[src/rtl/uart_cmd_parser_pkg.sv]
// uart_cmd_parser_pkg
//   Shared constants and types for the UART command parser slice:
//   default frame parameters, opcode values, parser FSM state encoding
//   and a small opcode decode helper.
package uart_cmd_parser_pkg;

  localparam logic [7:0] SYNC_BYTE_DEF   = 8'hA5;
  localparam logic [7:0] OP_WR           = 8'h57;
  localparam logic [7:0] OP_RD           = 8'h52;
  localparam int         ADDR_BYTES_DEF  = 3;
  localparam int         DATA_BYTES_DEF  = 2;
  localparam int         TIMEOUT_CYC_DEF = 50000;

  typedef enum logic [2:0] {
    S_HUNT,
    S_OP,
    S_ADDR,
    S_DATA,
    S_CHK
  } parser_state_t;

  function automatic logic is_opcode(input logic [7:0] b);
    return (b == OP_WR) || (b == OP_RD);
  endfunction

endpackage

[src/rtl/uart_cmd_parser_if.sv]
// uart_cmd_parser_if
//   Valid/ready command bus from the parser to the SDRAM command arbiter.
//   Signals:
//     cmd_valid  command available (driven by master)
//     cmd_ready  downstream accepts command (driven by slave)
//     cmd_write  1 = write, 0 = read
//     cmd_addr   SDRAM word address, ADDR_W bits
//     cmd_wdata  write data, DATA_W bits (0 for reads)
//   master modport: the parser.  slave modport: the consumer.
interface uart_cmd_parser_if
  import uart_cmd_parser_pkg::*;
#(
  parameter int ADDR_W = 8 * ADDR_BYTES_DEF,
  parameter int DATA_W = 8 * DATA_BYTES_DEF
) ();

  logic              cmd_valid;
  logic              cmd_ready;
  logic              cmd_write;
  logic [ADDR_W-1:0] cmd_addr;
  logic [DATA_W-1:0] cmd_wdata;

  modport master (
    output cmd_valid,
    output cmd_write,
    output cmd_addr,
    output cmd_wdata,
    input  cmd_ready
  );

  modport slave (
    input  cmd_valid,
    input  cmd_write,
    input  cmd_addr,
    input  cmd_wdata,
    output cmd_ready
  );

endinterface

[src/rtl/uart_cmd_parser_byte_timer.sv]
// uart_byte_timer
//   Inter-byte timeout counter.
//   Ports:
//     clk      in  system clock
//     reset_n  in  asynchronous, active-low reset
//     clear    in  restart the count from 0 (has priority)
//     enable   in  count this cycle
//     expire   out combinational pulse when the count reaches TIMEOUT_CYC-1;
//                  the counter restarts from 0 on the same edge
module uart_byte_timer
  import uart_cmd_parser_pkg::*;
#(
  parameter int TIMEOUT_CYC = TIMEOUT_CYC_DEF
) (
  input  logic clk,
  input  logic reset_n,
  input  logic clear,
  input  logic enable,
  output logic expire
);

  localparam int CNT_W = (TIMEOUT_CYC > 1) ? $clog2(TIMEOUT_CYC) : 1;

  logic [CNT_W-1:0] count;

  // A clear in the same cycle suppresses expiry, so a byte arriving on the
  // last allowed cycle is still accepted.
  assign expire = enable && !clear && (count == CNT_W'(TIMEOUT_CYC - 1));

  always_ff @(posedge clk or negedge reset_n) begin
    if (!reset_n) begin
      count <= '0;
    end else if (clear || expire) begin
      count <= '0;
    end else if (enable) begin
      count <= count + 1'b1;
    end
  end

endmodule

[src/rtl/uart_cmd_parser.sv]
// uart_cmd_parser
//   Assembles framed host commands received from uart_rx into SDRAM
//   read/write requests.  Frame: SYNC, OP, ADDR (MSB first),
//   DATA (MSB first, writes only), CHK = XOR of OP, ADDR and DATA bytes.
//   Ports:
//     clk           in  system clock
//     reset_n       in  asynchronous, active-low reset
//     rx_done_tick  in  one-cycle strobe: rx_data holds a new byte
//     rx_data       in  received byte
//     cmd_bus       master side of the valid/ready command bus
//     err_chk       out one-cycle pulse: checksum mismatch
//     err_cmd       out one-cycle pulse: unknown opcode
//     err_timeout   out one-cycle pulse: inter-byte timeout
//     err_overrun   out one-cycle pulse: frame dropped, output still occupied
//     err_count     out saturating count of cycles with any error pulse
module uart_cmd_parser
  import uart_cmd_parser_pkg::*;
#(
  parameter logic [7:0] SYNC_BYTE   = SYNC_BYTE_DEF,
  parameter int         ADDR_BYTES  = ADDR_BYTES_DEF,
  parameter int         DATA_BYTES  = DATA_BYTES_DEF,
  parameter int         TIMEOUT_CYC = TIMEOUT_CYC_DEF
) (
  input  logic                      clk,
  input  logic                      reset_n,
  input  logic                      rx_done_tick,
  input  logic [7:0]                rx_data,
  uart_cmd_parser_if.master         cmd_bus,
  output logic                      err_chk,
  output logic                      err_cmd,
  output logic                      err_timeout,
  output logic                      err_overrun,
  output logic [7:0]                err_count
);

  localparam int ADDR_W  = 8 * ADDR_BYTES;
  localparam int DATA_W  = 8 * DATA_BYTES;
  localparam int BCNT_W  = 4;

  parser_state_t     state;
  logic              op_write;
  logic [7:0]        chk;
  logic [BCNT_W-1:0] byte_cnt;
  logic [ADDR_W-1:0] addr_sh;
  logic [DATA_W-1:0] data_sh;

  logic timer_clear;
  logic timer_expire;

  logic set_chk;
  logic set_cmd;
  logic set_overrun;
  logic set_timeout;
  logic commit;
  logic any_err;

  // The timer only runs inside a frame; every received byte restarts it.
  assign timer_clear = rx_done_tick || (state == S_HUNT);

  uart_byte_timer #(
    .TIMEOUT_CYC (TIMEOUT_CYC)
  ) u_timer (
    .clk     (clk),
    .reset_n (reset_n),
    .clear   (timer_clear),
    .enable  (1'b1),
    .expire  (timer_expire)
  );

  // Frame-level decisions taken on the current byte.  A good checksum
  // either commits (output slot free, or being emptied this cycle) or is
  // dropped as an overrun.
  always_comb begin
    set_chk     = 1'b0;
    set_cmd     = 1'b0;
    set_overrun = 1'b0;
    commit      = 1'b0;
    set_timeout = timer_expire;
    if (rx_done_tick) begin
      if (state == S_OP && !is_opcode(rx_data)) begin
        set_cmd = 1'b1;
      end
      if (state == S_CHK) begin
        if (rx_data != chk) begin
          set_chk = 1'b1;
        end else if (!cmd_bus.cmd_valid || cmd_bus.cmd_ready) begin
          commit = 1'b1;
        end else begin
          set_overrun = 1'b1;
        end
      end
    end
    any_err = set_chk | set_cmd | set_overrun | set_timeout;
  end

  always_ff @(posedge clk or negedge reset_n) begin
    if (!reset_n) begin
      state             <= S_HUNT;
      op_write          <= 1'b0;
      chk               <= '0;
      byte_cnt          <= '0;
      addr_sh           <= '0;
      data_sh           <= '0;
      cmd_bus.cmd_valid <= 1'b0;
      cmd_bus.cmd_write <= 1'b0;
      cmd_bus.cmd_addr  <= '0;
      cmd_bus.cmd_wdata <= '0;
      err_chk           <= 1'b0;
      err_cmd           <= 1'b0;
      err_timeout       <= 1'b0;
      err_overrun       <= 1'b0;
      err_count         <= '0;
    end else begin
      err_chk     <= set_chk;
      err_cmd     <= set_cmd;
      err_timeout <= set_timeout;
      err_overrun <= set_overrun;
      if (any_err && err_count != 8'hFF) begin
        err_count <= err_count + 8'd1;
      end

      // A commit in the same cycle as a transfer reloads the slot, so the
      // commit assignment below must come after the clear.
      if (cmd_bus.cmd_valid && cmd_bus.cmd_ready) begin
        cmd_bus.cmd_valid <= 1'b0;
      end
      if (commit) begin
        cmd_bus.cmd_valid <= 1'b1;
        cmd_bus.cmd_write <= op_write;
        cmd_bus.cmd_addr  <= addr_sh;
        cmd_bus.cmd_wdata <= op_write ? data_sh : '0;
      end

      if (rx_done_tick) begin
        case (state)
          S_HUNT: begin
            if (rx_data == SYNC_BYTE) begin
              state <= S_OP;
            end
          end
          S_OP: begin
            if (is_opcode(rx_data)) begin
              op_write <= (rx_data == OP_WR);
              chk      <= rx_data;
              byte_cnt <= '0;
              state    <= S_ADDR;
            end else begin
              state <= S_HUNT;
            end
          end
          S_ADDR: begin
            addr_sh <= ADDR_W'({addr_sh, rx_data});
            chk     <= chk ^ rx_data;
            if (byte_cnt == BCNT_W'(ADDR_BYTES - 1)) begin
              byte_cnt <= '0;
              state    <= op_write ? S_DATA : S_CHK;
            end else begin
              byte_cnt <= byte_cnt + 1'b1;
            end
          end
          S_DATA: begin
            data_sh <= DATA_W'({data_sh, rx_data});
            chk     <= chk ^ rx_data;
            if (byte_cnt == BCNT_W'(DATA_BYTES - 1)) begin
              byte_cnt <= '0;
              state    <= S_CHK;
            end else begin
              byte_cnt <= byte_cnt + 1'b1;
            end
          end
          S_CHK: begin
            state <= S_HUNT;
          end
          default: begin
            state <= S_HUNT;
          end
        endcase
      end else if (timer_expire) begin
        state <= S_HUNT;
      end
    end
  end

endmodule

[src/flat_wrapper.sv]
// flat-port wrapper written by rule: the top's interface ports become plain ports
module uart_cmd_parser_flat import uart_cmd_parser_pkg::*;
#(
  parameter logic [7:0] SYNC_BYTE   = SYNC_BYTE_DEF,
  parameter int         ADDR_BYTES  = ADDR_BYTES_DEF,
  parameter int         DATA_BYTES  = DATA_BYTES_DEF,
  parameter int         TIMEOUT_CYC = TIMEOUT_CYC_DEF
)
  (clk, reset_n, rx_done_tick, rx_data, err_chk, err_cmd, err_timeout, err_overrun, err_count, cmd_bus_cmd_valid, cmd_bus_cmd_write, cmd_bus_cmd_addr, cmd_bus_cmd_wdata, cmd_bus_cmd_ready);
  uart_cmd_parser_if #(.ADDR_W(24), .DATA_W(16)) cmd_bus_i ();
  input  logic clk;
  input  logic reset_n;
  input  logic rx_done_tick;
  input  logic [7:0] rx_data;
  output logic err_chk;
  output logic err_cmd;
  output logic err_timeout;
  output logic err_overrun;
  output logic [7:0] err_count;
  output wire logic [$bits(cmd_bus_i.cmd_valid)-1:0] cmd_bus_cmd_valid;
  output wire logic [$bits(cmd_bus_i.cmd_write)-1:0] cmd_bus_cmd_write;
  output wire logic [$bits(cmd_bus_i.cmd_addr)-1:0] cmd_bus_cmd_addr;
  output wire logic [$bits(cmd_bus_i.cmd_wdata)-1:0] cmd_bus_cmd_wdata;
  input wire logic [$bits(cmd_bus_i.cmd_ready)-1:0] cmd_bus_cmd_ready;
  assign cmd_bus_cmd_valid = cmd_bus_i.cmd_valid;
  assign cmd_bus_cmd_write = cmd_bus_i.cmd_write;
  assign cmd_bus_cmd_addr = cmd_bus_i.cmd_addr;
  assign cmd_bus_cmd_wdata = cmd_bus_i.cmd_wdata;
  assign cmd_bus_i.cmd_ready = cmd_bus_cmd_ready;
  uart_cmd_parser #(.SYNC_BYTE(SYNC_BYTE), .ADDR_BYTES(ADDR_BYTES), .DATA_BYTES(DATA_BYTES), .TIMEOUT_CYC(TIMEOUT_CYC)) u_core (.clk(clk), .reset_n(reset_n), .rx_done_tick(rx_done_tick), .rx_data(rx_data), .cmd_bus(cmd_bus_i), .err_chk(err_chk), .err_cmd(err_cmd), .err_timeout(err_timeout), .err_overrun(err_overrun), .err_count(err_count));
endmodule
[config.mk]
export PLATFORM = sky130hd
export DESIGN_NAME = uart_cmd_parser_flat
export DESIGN_NICKNAME = d
export VERILOG_FILES = /design/src/rtl/uart_cmd_parser_pkg.sv /design/src/rtl/uart_cmd_parser_if.sv /design/src/rtl/uart_cmd_parser_byte_timer.sv /design/src/rtl/uart_cmd_parser.sv /design/src/flat_wrapper.sv
export SDC_FILE = /design/constraint.sdc
export NUM_CORES = 1
export LEC_CHECK = 0
export ABC_AREA = 1
export ABC_CLOCK_PERIOD_IN_PS = 4670
export BUFFER_PORTS_ARGS = -buffer_cell sky130_fd_sc_hd__buf_4
export CAP_MARGIN = 20
export CORE_UTILIZATION = 50
export CTS_CLUSTER_DIAMETER = 80
export DETAILED_ROUTE_END_ITERATION = 12
export HOLD_SLACK_MARGIN = 0.02
export PLACE_DENSITY = 0.7
export SYNTH_ARGS = -nofsm -noshare
export SYNTH_HDL_FRONTEND = slang
export SYNTH_SLANG_ARGS = --single-unit
[constraint.sdc]
create_clock -name clk -period 4.67 [get_ports clk]
set_input_delay 1.1675 -clock clk [delete_from_list [all_inputs] [get_ports clk]]
set_output_delay 1.1675 -clock clk [all_outputs]
set_load 0.05 [all_outputs]
Word level (Yosys, flattened, before mapping)
Cells that the tools add are included.

storage, ports and cells
  output and inout port bits = 54
  logic and storage cells = 93
  register bits after elaboration = 126
  bits of input ports = 12

cells by class
  bitwise gates (word level) = 4
  equal/unequal tests = 16
  reduce and logical (&&, ||, !) cells = 23
  mux-type cells = 31
  add/subtract/negate cells = 3

operator list
  operator                                                               count
  16-bit 2-to-1 mux                                                      2
  3-bit 2-to-1 mux                                                       6
  16-bit by 1-bit adder with 16-bit output, second input constant        1
  16-bit equality test, second input constant                            1
  8-bit by 7-bit equality test with 1-bit output, second input constant  2
  8-bit one-hot mux with 2 select lines                                  1
  1-bit 2-to-1 mux                                                       15
  4-bit 2-to-1 mux                                                       3
  3-bit one-hot mux with 4 select lines                                  1
  4-bit one-hot mux with 3 select lines                                  1
  3-bit AND reduction                                                    3
  8-bit by 1-bit adder with 8-bit output, second input constant          1
  8-bit equality test, second input constant                             1
  8-bit 2-to-1 mux                                                       1
  8-bit != test                                                          1
  8-bit != test, second input constant                                   1
  8-bit XOR                                                              1
  3-bit by 2-bit equality test with 1-bit output, second input constant  2
  3-bit by 2-bit != test with 1-bit output, second input constant        2
  2-bit nonzero test                                                     3
  4-bit by 1-bit adder with 4-bit output, second input constant          1
  4-bit by 1-bit equality test with 1-bit output, second input constant  1
  4-bit by 2-bit equality test with 1-bit output, second input constant  1
  1-bit logical AND                                                      4
  13 further kinds                                                       21

Depth between registers and ports, before layout
  depth in word-level cells = 10
  mapped depth = 12
  depth with buffers taken out = 11

Hierarchy
From an unflattened synthesis, not the netlist that was laid out.

unflattened totals
  cell total of the unflattened synthesis = 680
  area, all modules = 5,688.0 sq um

modules (own cells, without submodules)
  module           sequential area each (sq um)  cells an instance  instances  area an instance (sq um)
  uart_cmd_parser  2,752.6                       539                1          4,684.5
  uart_byte_timer  400.4                         141                1          1,003.5

Least setup slack after synthesis
Ideal clock, no wire load.

  path kind = input to register
  start = input port rx_data[2]
  end = register u_core.cmd_bus.cmd_write
  stages on the path = 10
  path slack = 2,328 ps
  library setup time = 126 ps
  path buffers = 2
  data required time = 4,544 ps
  arrival time = 2,216 ps
  path through = xnor2_1 nand2_1 nor2_1 nand3_2 nor2_4 inv_2 buf_6 buf_2 nand2_1 nand2_1

between the ends
  cells in the longest elaborated chain, start to end = 4

RTL lines
  element                 line                      source
  start: declaration      flat_wrapper.sv:14        input logic [7:0] rx_data;
  8-bit != test           uart_cmd_parser.sv:84     if (rx_data != chk) begin
  1-bit 2-to-1 mux        uart_cmd_parser.sv:84
  1-bit 2-to-1 mux        uart_cmd_parser.sv:83     if (state == S_CHK) begin
  1-bit 2-to-1 mux        uart_cmd_parser.sv:79     if (rx_done_tick) begin
  end signal: assignment  uart_cmd_parser.sv:129    cmd_bus.cmd_write <= op_write;
  end: declaration        uart_cmd_parser_if.sv:25  output cmd_write,

No other way between the ends.
A chain may end at the register's enable or synchronous reset.

Final worst setup path
  start = input port rx_data[7]
  end = register u_core.cmd_bus.cmd_wdata[6]

between the ends
  cells in the longest elaborated chain, start to end = 4

RTL lines
  element                 line                      source
  8-bit != test           uart_cmd_parser.sv:84
  1-bit 2-to-1 mux        uart_cmd_parser.sv:84
  1-bit 2-to-1 mux        uart_cmd_parser.sv:83
  1-bit 2-to-1 mux        uart_cmd_parser.sv:79
  end signal: assignment  uart_cmd_parser.sv:131    cmd_bus.cmd_wdata <= op_write ? data_sh : '0;
  end: declaration        uart_cmd_parser_if.sv:27  output cmd_wdata,

No other way between the ends.

==> metrics.txt <==
Starting Density=51.9%; asr flop ratio synth=100%; synth unique cells=34; synth cell count leaders=nand2_1, dfrtp_1, inv_1; pre-CTS WS=1.53 ns; gpl congestion=0.836; Post-CTS Setup Inserts=0; CP Buf/Inv Count=3; sequential area share after synthesis=58.6%; Ys Warns=0; clock skew=0.00825 ns; Mapped Nets=629; R2R setup slack=2.48 ns; I/O Pins=66; Final WS setup=2.05 ns; port bufs=65; Max VDD drop=0.000241 V; row count=37; crit path time final=2.62 ns; TritonCTS clock tree=built; total vias in the final route=4243; crit end category=register; slowest CP cell=inv_2; root buf cell=clkbuf_8; first-pass GRT wire length=19500 um; Worst Setup Path Type=in -> reg; routed len/inst=13.7 um; dpl hpwl=7810 um; # Max-Cap Violations=0; n_diodes=0; Die Ht=106 um; FMAX=381 MHz; RSZ-0062 raised after global routing=false; # clock sinks=126; Worst EP arrival=3.02 ns; CP max FO=58; Yosys reg bits=126; Tot Pwr=3150 uW; worst rel slew slack=37.2%; Die W=106 um; Hold Fails Final Rpt=0; delay-heaviest family, CP=simple AND/OR/NAND/NOR gates; vias in the first global route=4111; antenna violations before repair=0; Setup crit start kind=primary input; total core area=0.0104 mm2; routed wire length=11500 um; CP Cell Sequence=buf_4 -> inv_1 -> nand2_1 -> nand2_1 -> nand2_1 -> nor2_2 -> nand3_2 -> nor2_4 -> inv_2 -> nand2_1 -> o21ai_1; post-synth top area cell=dfrtp_1; most common cell in the synthesized netlist=nand2_1; CP required=5.06 ns; Synth top area share=58.6%; largest net degree at the start of global routing=76; H-tree depth=4; Layout Nets=698; Max Slew Vio Count=0; Top cell by count, worst path=nand2_1; gr ovfl total=0; P per Cell Area=479 mW/mm2; Min Hold Slack=0.459 ns; post-route ant nets=0; Slew @ Worst Pin=0.942 ns; post-placement cell count=801; drt first pass iters=4; Clock Path Buffers=2; Finished Layout Cells=833; Die Area=0.0112 mm2; synth top area cells=dfrtp_1, nand2_1, inv_1; Avg Cell Area, Syn=8.75 um2; status=complete, no violations; drc violations=0; area of the mapped netlist=0.00538 mm2; Tot GR Track Use=22.3%; vias per cell=5.09; Setup violations, final=0; area delta synth->final=22.2%; CTS Buf Count=17; Post-synth EDFFs=0; Leakage=0.00326 uW; Cells after Synth=615; insertion delay to the later sink of the worst-skew pair=0.52 ns; clk slew on worst S/H paths=0.06 ns; Post-synth top flop=dfrtp_1; Post-CTS Resized=0; Starting DRT DRC Count=222; setup TNS=0 ns; fraction of layout cells with a size suffix above 1=16.8%; cts-stage hold buffer count=0; Worst Hold Class=reg -> reg; CP peak stage delay=0.46 ns; period utilization=56.2%
report_power, final:
group	total, uW	switching [uW]	internal (uW)
logic	493	323	170
registers	1340	108	1230
clock network	1310	494	820
total	3150	925	2220
per-layer routing:
layer	GRT usage, %	wire [um]	vias up
li1	-	-	2112
met1	29.3	5280	2024
met2	36.4	5610	93
met3	6.12	431	14
met4	6.35	130	0
met5	0	0	-
through the flow:
stage                     util (%)  area [um2]
after detailed placement      57.6        5970
after CTS                     63.4        6570
after global placement        57.6        5970
after global routing          63.4        6570
after floorplan                  -        5380
final                         63.4        6570
cell families (layout without fill, tap and decap cells):
family,count (synthesis),count (layout),share of synthesized area [%]
AO/OA/AOI/OAI,96,96,9.30
AND/OR/NAND/NOR,287,287,22.2
buffers and inverters,85,167,6.35
adder cells (fa/ha/maj),2,2,0.465
flip-flops,126,126,58.6
XOR/XNOR,19,19,3.09
worst paths after layout:
kind | to | cells past startpoint | startpoint
max | u_core.cmd_bus.cmd_wdata[6] | 11 | rx_data[7]
min | u_core.u_timer.count[0] | 1 | u_core.u_timer.count[0]
max reg2reg | u_core.cmd_bus.cmd_wdata[6] | 8 | u_core.chk[2]
min reg2reg | u_core.u_timer.count[0] | 1 | u_core.u_timer.count[0]
max in group asynchronous | u_core.u_timer.count[12] | 2 | reset_n
min in group asynchronous | u_core.addr_sh[12] | 1 | reset_n
flip-flops by register name, indices dropped and copies added, names as in the netlist, 3 cells and up:
register,cells
u_core.addr_sh,24
u_core.cmd_bus.cmd_addr,24
u_core.cmd_bus.cmd_wdata,16
u_core.data_sh,16
u_core.u_timer.count,16
u_core.chk,8
u_core.err_count,8
u_core.byte_cnt,4
u_core.state,3
layout make-up:
type	instances	area (um2)
flip-flops and latches	126	3150
well taps	136	170
clock buffers	17	414
repair buffers	68	510
multi-input cells	404	1880
fillers	877	3800
clock inverters	15	188
inverters	67	251
cell usage in the layout, fill, tap and decap left out, drive strengths merged, types with 2 or more instances in the layout:
cell type  count
a21oi         12
buf           68
bufinv         3
clkbuf        17
clkinv         6
clkinvlp       3
dfrtp        126
ha             2
inv           70
nand2        200
nand3         33
nand4          6
nor2          37
nor3           7
o2111ai        2
o21ai         78
xnor2          7
xor2          12
Note: power is estimated with default switching activity, not from simulation.
